File: config.mk
export PLATFORM = sky130hd
export DESIGN_NAME = dlx_dmem_responder
export DESIGN_NICKNAME = d
export VERILOG_FILES = /design/src/rtl/dlx_mem_pkg.sv /design/src/rtl/dlx_dmem_array.sv /design/src/rtl/dlx_dmem_responder.sv
export SDC_FILE = /design/constraint.sdc
export NUM_CORES = 2
export LEC_CHECK = 0
export ABC_CLOCK_PERIOD_IN_PS = 162100
export BUFFER_PORTS_ARGS = -buffer_cell sky130_fd_sc_hd__buf_2
export CORE_ASPECT_RATIO = 0.75
export CORE_MARGIN = 3
export CORE_UTILIZATION = 47
export DETAILED_ROUTE_END_ITERATION = 7
export PLACE_DENSITY = 0.68
export SYNTH_ARGS = -nofsm -noshare
export SYNTH_HDL_FRONTEND = slang
export SYNTH_HIERARCHICAL = 1
export SYNTH_SLANG_ARGS = --single-unit
File: constraint.sdc
create_clock -name clk_i -period 162.1 [get_ports clk_i]
set_input_delay 8.105 -clock clk_i [delete_from_list [all_inputs] [get_ports clk_i]]
set_output_delay 8.105 -clock clk_i [all_outputs]
set_load 0.03 [all_outputs]
File: src/rtl/dlx_mem_pkg.sv
// Shared definitions for the DLX data-memory responder: FSM states, word size,
// wait-counter width and the access-legality check.
package dlx_mem_pkg;

  typedef enum logic [1:0] {
    IDLE,
    WAIT,
    RESP
  } state_e;

  localparam int unsigned WORD_BYTES = 4;
  localparam int unsigned CNT_W      = 4;

  // Misaligned or beyond the last stored word.
  function automatic logic addr_err(input logic [31:0] adr, input int unsigned depth);
    return (adr[1:0] != 2'b00) || (adr >= 32'(WORD_BYTES * depth));
  endfunction

endpackage

File: src/rtl/dlx_dmem_array.sv
// DEPTH x 32 word storage: one synchronous write port, one registered read port
// whose output returns to zero when not reading; cleared asynchronously on reset.
module dlx_dmem_array #(
  parameter int unsigned DEPTH = 64,
  localparam int unsigned AW   = $clog2(DEPTH)
) (
  input  logic          clk_i,
  input  logic          reset,
  input  logic          we_i,
  input  logic [AW-1:0] waddr_i,
  input  logic [31:0]   wdata_i,
  input  logic          re_i,
  input  logic [AW-1:0] raddr_i,
  output logic [31:0]   rdata_o
);

  logic [31:0] mem_q [DEPTH];
  logic [31:0] rdata_d, rdata_q;

  always_ff @(posedge clk_i or posedge reset) begin
    if (reset) begin
      for (int unsigned i = 0; i < DEPTH; i++) mem_q[i] <= '0;
    end else if (we_i) begin
      mem_q[waddr_i] <= wdata_i;
    end
  end

  always_comb begin
    rdata_d = '0;
    if (re_i) rdata_d = mem_q[raddr_i];
  end

  always_ff @(posedge clk_i or posedge reset) begin
    if (reset) rdata_q <= '0;
    else       rdata_q <= rdata_d;
  end

  assign rdata_o = rdata_q;

endmodule

File: src/rtl/dlx_dmem_responder.sv
// DLX load/store data-memory responder: req/ack handshake with WAIT_CYCLES wait
// states, error qualification and last-committed-store observation registers.
module dlx_dmem_responder
  import dlx_mem_pkg::*;
#(
  parameter int unsigned DEPTH       = 64,
  parameter int unsigned WAIT_CYCLES = 1
) (
  input  logic        clk_i,
  input  logic        reset,
  input  logic        req_i,
  input  logic        we_i,
  input  logic [31:0] adr_i,
  input  logic [31:0] data_i,
  output logic [31:0] data_o,
  output logic        ack_o,
  output logic        err_o,
  output logic [31:0] mem_addr_in_use,
  output logic [31:0] mem_addr_in_use_value
);

  localparam int unsigned AW = $clog2(DEPTH);
  localparam logic [CNT_W-1:0] CNT_LOAD =
    (WAIT_CYCLES == 0) ? '0 : CNT_W'(WAIT_CYCLES - 1);

  state_e            state_q, state_d;
  logic [CNT_W-1:0]  cnt_q, cnt_d;
  logic              we_q, we_d;
  logic [31:0]       adr_q, adr_d;
  logic [31:0]       wdata_q, wdata_d;
  logic              ack_q, ack_d;
  logic              err_q, err_d;
  logic [31:0]       obs_adr_q, obs_adr_d;
  logic [31:0]       obs_val_q, obs_val_d;

  logic [31:0]       eff_adr;
  logic              eff_we;
  logic              enter_resp;
  logic              rd_en;
  logic              commit;

  always_comb begin
    state_d = state_q;
    cnt_d   = cnt_q;
    we_d    = we_q;
    adr_d   = adr_q;
    wdata_d = wdata_q;
    // With zero wait states the read happens on the capture edge, so the
    // access is described by the live inputs rather than the captured copies.
    eff_adr = adr_q;
    eff_we  = we_q;
    unique case (state_q)
      IDLE: begin
        if (req_i) begin
          we_d    = we_i;
          adr_d   = adr_i;
          wdata_d = data_i;
          eff_adr = adr_i;
          eff_we  = we_i;
          if (WAIT_CYCLES == 0) begin
            state_d = RESP;
          end else begin
            state_d = WAIT;
            cnt_d   = CNT_LOAD;
          end
        end
      end
      WAIT: begin
        if (cnt_q == '0) state_d = RESP;
        else             cnt_d   = cnt_q - 1'b1;
      end
      RESP:    state_d = IDLE;
      default: state_d = IDLE;
    endcase

    enter_resp = (state_d == RESP) && (state_q != RESP);
    ack_d      = enter_resp;
    err_d      = enter_resp && addr_err(eff_adr, DEPTH);
    rd_en      = enter_resp && !eff_we && !addr_err(eff_adr, DEPTH);

    commit     = (state_q == RESP) && we_q && !addr_err(adr_q, DEPTH);
    obs_adr_d  = commit ? adr_q   : obs_adr_q;
    obs_val_d  = commit ? wdata_q : obs_val_q;
  end

  always_ff @(posedge clk_i or posedge reset) begin
    if (reset) begin
      state_q   <= IDLE;
      cnt_q     <= '0;
      we_q      <= 1'b0;
      adr_q     <= '0;
      wdata_q   <= '0;
      ack_q     <= 1'b0;
      err_q     <= 1'b0;
      obs_adr_q <= '0;
      obs_val_q <= '0;
    end else begin
      state_q   <= state_d;
      cnt_q     <= cnt_d;
      we_q      <= we_d;
      adr_q     <= adr_d;
      wdata_q   <= wdata_d;
      ack_q     <= ack_d;
      err_q     <= err_d;
      obs_adr_q <= obs_adr_d;
      obs_val_q <= obs_val_d;
    end
  end

  dlx_dmem_array #(
    .DEPTH (DEPTH)
  ) u_array (
    .clk_i   (clk_i),
    .reset   (reset),
    .we_i    (commit),
    .waddr_i (adr_q[AW+1:2]),
    .wdata_i (wdata_q),
    .re_i    (rd_en),
    .raddr_i (eff_adr[AW+1:2]),
    .rdata_o (data_o)
  );

  assign ack_o                 = ack_q;
  assign err_o                 = err_q;
  assign mem_addr_in_use       = obs_adr_q;
  assign mem_addr_in_use_value = obs_val_q;

endmodule
==> results_dict.tcl <==
set metrics [dict create \
    synth_edf_count 0 \
    drt_iter0_drc 4807 \
    clock.fmax_mhz 78.9 \
    yosysSeqAreaShare 0.561 \
    htree_levels 4 \
    core_area_um2 209000 \
    grt-ovfl-total 0 \
    yosysWarnings 6 \
    cts_tree "done" \
    powerDensity_nw_per_um2 13.0 \
    leakage_nw 53.6 \
    startpoint_type "primary input" \
    required_ns 162.83 \
    ant_nets 0 \
    syn_nets 6370 \
    route.detailed.drc 0 \
    drive_gt1_frac 0.532 \
    vdd_drop_max_mv 0.0172 \
    cts_resized 0 \
    vias 56600 \
    grt-busiest-layer "met2" \
    post-route-min-period_ns 12.67 \
    yosysUniqueCellTypes 59 \
    worstHoldPathType "flip-flop to flip-flop" \
    worst_ep_arrival_time_ns 13.40 \
    cts-root-buf "clkbuf_16" \
    fin_util 0.523 \
    ctsHoldBuffers 0 \
    synth-seq-cells 2217 \
    fp.dieH_um 403 \
    gp_congestion 0.785 \
    cts_buffers 213 \
    swShare 0.336 \
    grt_usage 0.257 \
    ys.flop_type "dfrtp_1" \
    grt_pass1_vias 59100 \
    drv_slew 0 \
    die_x_um 536 \
    worst_pin_slew_ns 1.30 \
    p_int_uw 938 \
    globalRouteMet3Util 0.0452 \
    avgSynthCellArea_um2 15.7 \
    dieArea_um2 216000 \
    dp_hpwl_um 154000 \
    grt_pass1_wl_um 412000 \
    p_sw_uw 475 \
    final.setup.worst_slack_ns 149.43 \
    totalWireLength_um 277000 \
    final-setup-viol-count 0 \
    fillers 17000 \
    clock_skew_ns 0.0439 \
    combPwrFrac 0.238 \
    min_period_over_period 0.0782 \
    relSlewSlack 0.128 \
    antenna_found_initial 3 \
    wire_per_inst_um 30.2 \
    drv_cap 0 \
    fin_nets 6280 \
    crit_path_end_kind "flip-flop" \
    cp_max_fo 136 \
    crit_type "primary input to flip-flop" \
    async_flop_share 1.00 \
    io_pins 166 \
    first_pass_iters 5 \
    gr-usage-met1 0.380 \
    worst-r2r-setup-slack_ns 156.27 \
    status "finished clean" \
    dp_slack_ns 148.57 \
    hold_viol_final 0 \
    hold_slack_ns 0.478 \
    p_clk_frac 0.351 \
    pwr-share-seq 0.412 \
    area_growth_pct 10.3 \
    rsz0062_at_grt "false" \
    finalSetupTns_ns 0 \
    numPortBuffers 165 \
    clock_path_buffers 4 \
    post_cts_buffers 0 \
    cts_sinks 2217 \
    antenna_cells 0 \
    grt_max_degree 178 \
    vias_per_cell 6.17 \
    met2_usage 0.396 \
    core.rowCount 145 \
    start_util 0.474 \
    clkTransAtPathRegs_ns 0.06 \
    clock_latency_ns 0.86 \
    syn_area_um2 98900 \
    syn_inst 6300 \
]
## cell usage in the layout, fill, tap and decap left out, types with 9 or more instances in the layout
cell type  instances
buf_4            140
nand2_2           28
nand4_1           11
clkbuf_16        217
nand2_1          292
nand2_4           18
nor2_4            14
mux2_2          2065
a221oi_1          10
nor2b_1           34
mux4_2           560
mux2i_1           90
clkbuf_1          48
a21oi_1           42
buf_12             9
dfrtp_2           32
o22ai_1           17
nand2b_1           9
nor2_1            45
dfrtp_1         2185
mux2_1            36
a22oi_1           36
nand3_1           32
buf_2            165
nor3_1             9
clkbuf_8          64
clkinv_2          36
## cell usage after synthesis, drive strengths merged (5+ instances only)
library cell  instances  area [um2]
inv                  12        45.1
nor2                 61         229
o21ai                 6        30.0
nand2b                9        56.3
nor2b                38         238
nor4                 11        87.6
dfrtp              2217       55500
mux2               2101       23700
a22oi                36         270
nor3                 13        81.3
nor3b                 5        52.6
nand4                11        68.8
o22ai                17         106
a211oi                5        37.5
nand2               338        1270
o2111ai               5        43.8
o211ai                5        37.5
o221ai                8        70.1
buf                 352        1670
a21oi                42         210
nand3                33         165
mux4                560       12600
clkbuf              267        1000
a221oi               10        87.6
or2                   5        31.3
mux2i                90         901
a31oi                 6        37.5
## logic make-up (layout without fill, tap and decap cells)
kind of cell             count (synthesis)  in the layout  share of synthesized area
XOR/XNOR                                 2              2                   0.000177
buffers and inverters                  631            706                     0.0275
AND/OR/NAND/NOR                        540            540                     0.0243
multiplexers                          2751           2751                      0.376
adder cells (fa/ha/maj)                  2              2                   0.000253
AO/OA/AOI/OAI                          157            157                     0.0110
flip-flops                            2217           2217                      0.561
## per-stage QoR
step	power (mW)	area, um2	instances
finish	1.41	109000	9168
global route	1.47	109000	9168
CTS	1.43	109000	9168
detailed placement	0.930	102000	8788
global placement	0.926	102000	8788
floorplan	0.818	98900	6300
## worst paths after layout
check / start / cells past startpoint / endpoint
worst max register to register: adr_q[2]$_DFF_PP0_ / 9 / u_array/rdata_o[14]$_DFF_PP0_
max in group asynchronous: reset / 6 / u_array/mem_q[1044]$_DFFE_PP0P_
min in group asynchronous: reset / 2 / mem_addr_in_use_value[4]$_DFFE_PP0P_
worst min-delay path: adr_q[17]$_DFF_PP0_ / 2 / adr_q[17]$_DFF_PP0_
worst min register to register: adr_q[17]$_DFF_PP0_ / 2 / adr_q[17]$_DFF_PP0_
worst max-delay path: req_i / 13 / u_array/rdata_o[1]$_DFF_PP0_
## routing by layer
| layer | share of wire | wire (um) | up-vias |
|---|---|---|---|
| met3 | 0.063 | 17600 | 420 |
| met2 | 0.46 | 127000 | 1682 |
| met5 | 0.000036 | 10 | - |
| met4 | 0.027 | 7550 | 2 |
| li1 | - | - | 23000 |
| met1 | 0.45 | 124000 | 31400 |
## worst max-delay path: stages
cell	delay [ns]
buf_2	0.09
nor3b_4	0.19
buf_4	0.60
nand2_1	0.20
nand2_4	0.39
buf_12	0.80
buf_4	0.63
buf_4	0.72
mux4_2	0.58
nor2b_1	0.15
a211oi_1	0.24
a211oi_1	0.09
o41a_1	0.45
## power groups by stage
stage          clock [mW]  sequential (mW)  combinational [mW]
4_1_cts             0.505            0.581               0.339
3_3_place_gp            0            0.591               0.335
6_report            0.495            0.582               0.336
2_1_floorplan           0            0.579               0.239
5_1_grt             0.528            0.583               0.357
3_5_place_dp            0            0.592               0.339
## cell type report
cell class | count | area (um2) | area share
Clock inverter | 51 | 413 | 0.00378
Sequential cell | 2217 | 55500 | 0.509
Timing Repair Buffer | 314 | 2060 | 0.0189
Multi-Input combinational cell | 3452 | 41100 | 0.376
Inverter | 12 | 61.3 | 0.000562
Tap cell | 2793 | 3490 | 0.0320
Clock buffer | 329 | 6490 | 0.0595
## state kept, by name, indices dropped and copies added, names as in the netlist
| signal | flops |
|---|---|
| we_q | 1 |
| cnt_q | 4 |
| state_q | 2 |
| mem_addr_in_use_value | 32 |
| ack_o | 1 |
| adr_q | 32 |
| u_array/mem_q | 2048 |
| err_o | 1 |
| wdata_q | 32 |
| u_array/rdata_o | 32 |
| mem_addr_in_use | 32 |
Note: power is estimated with default switching activity, not from simulation.
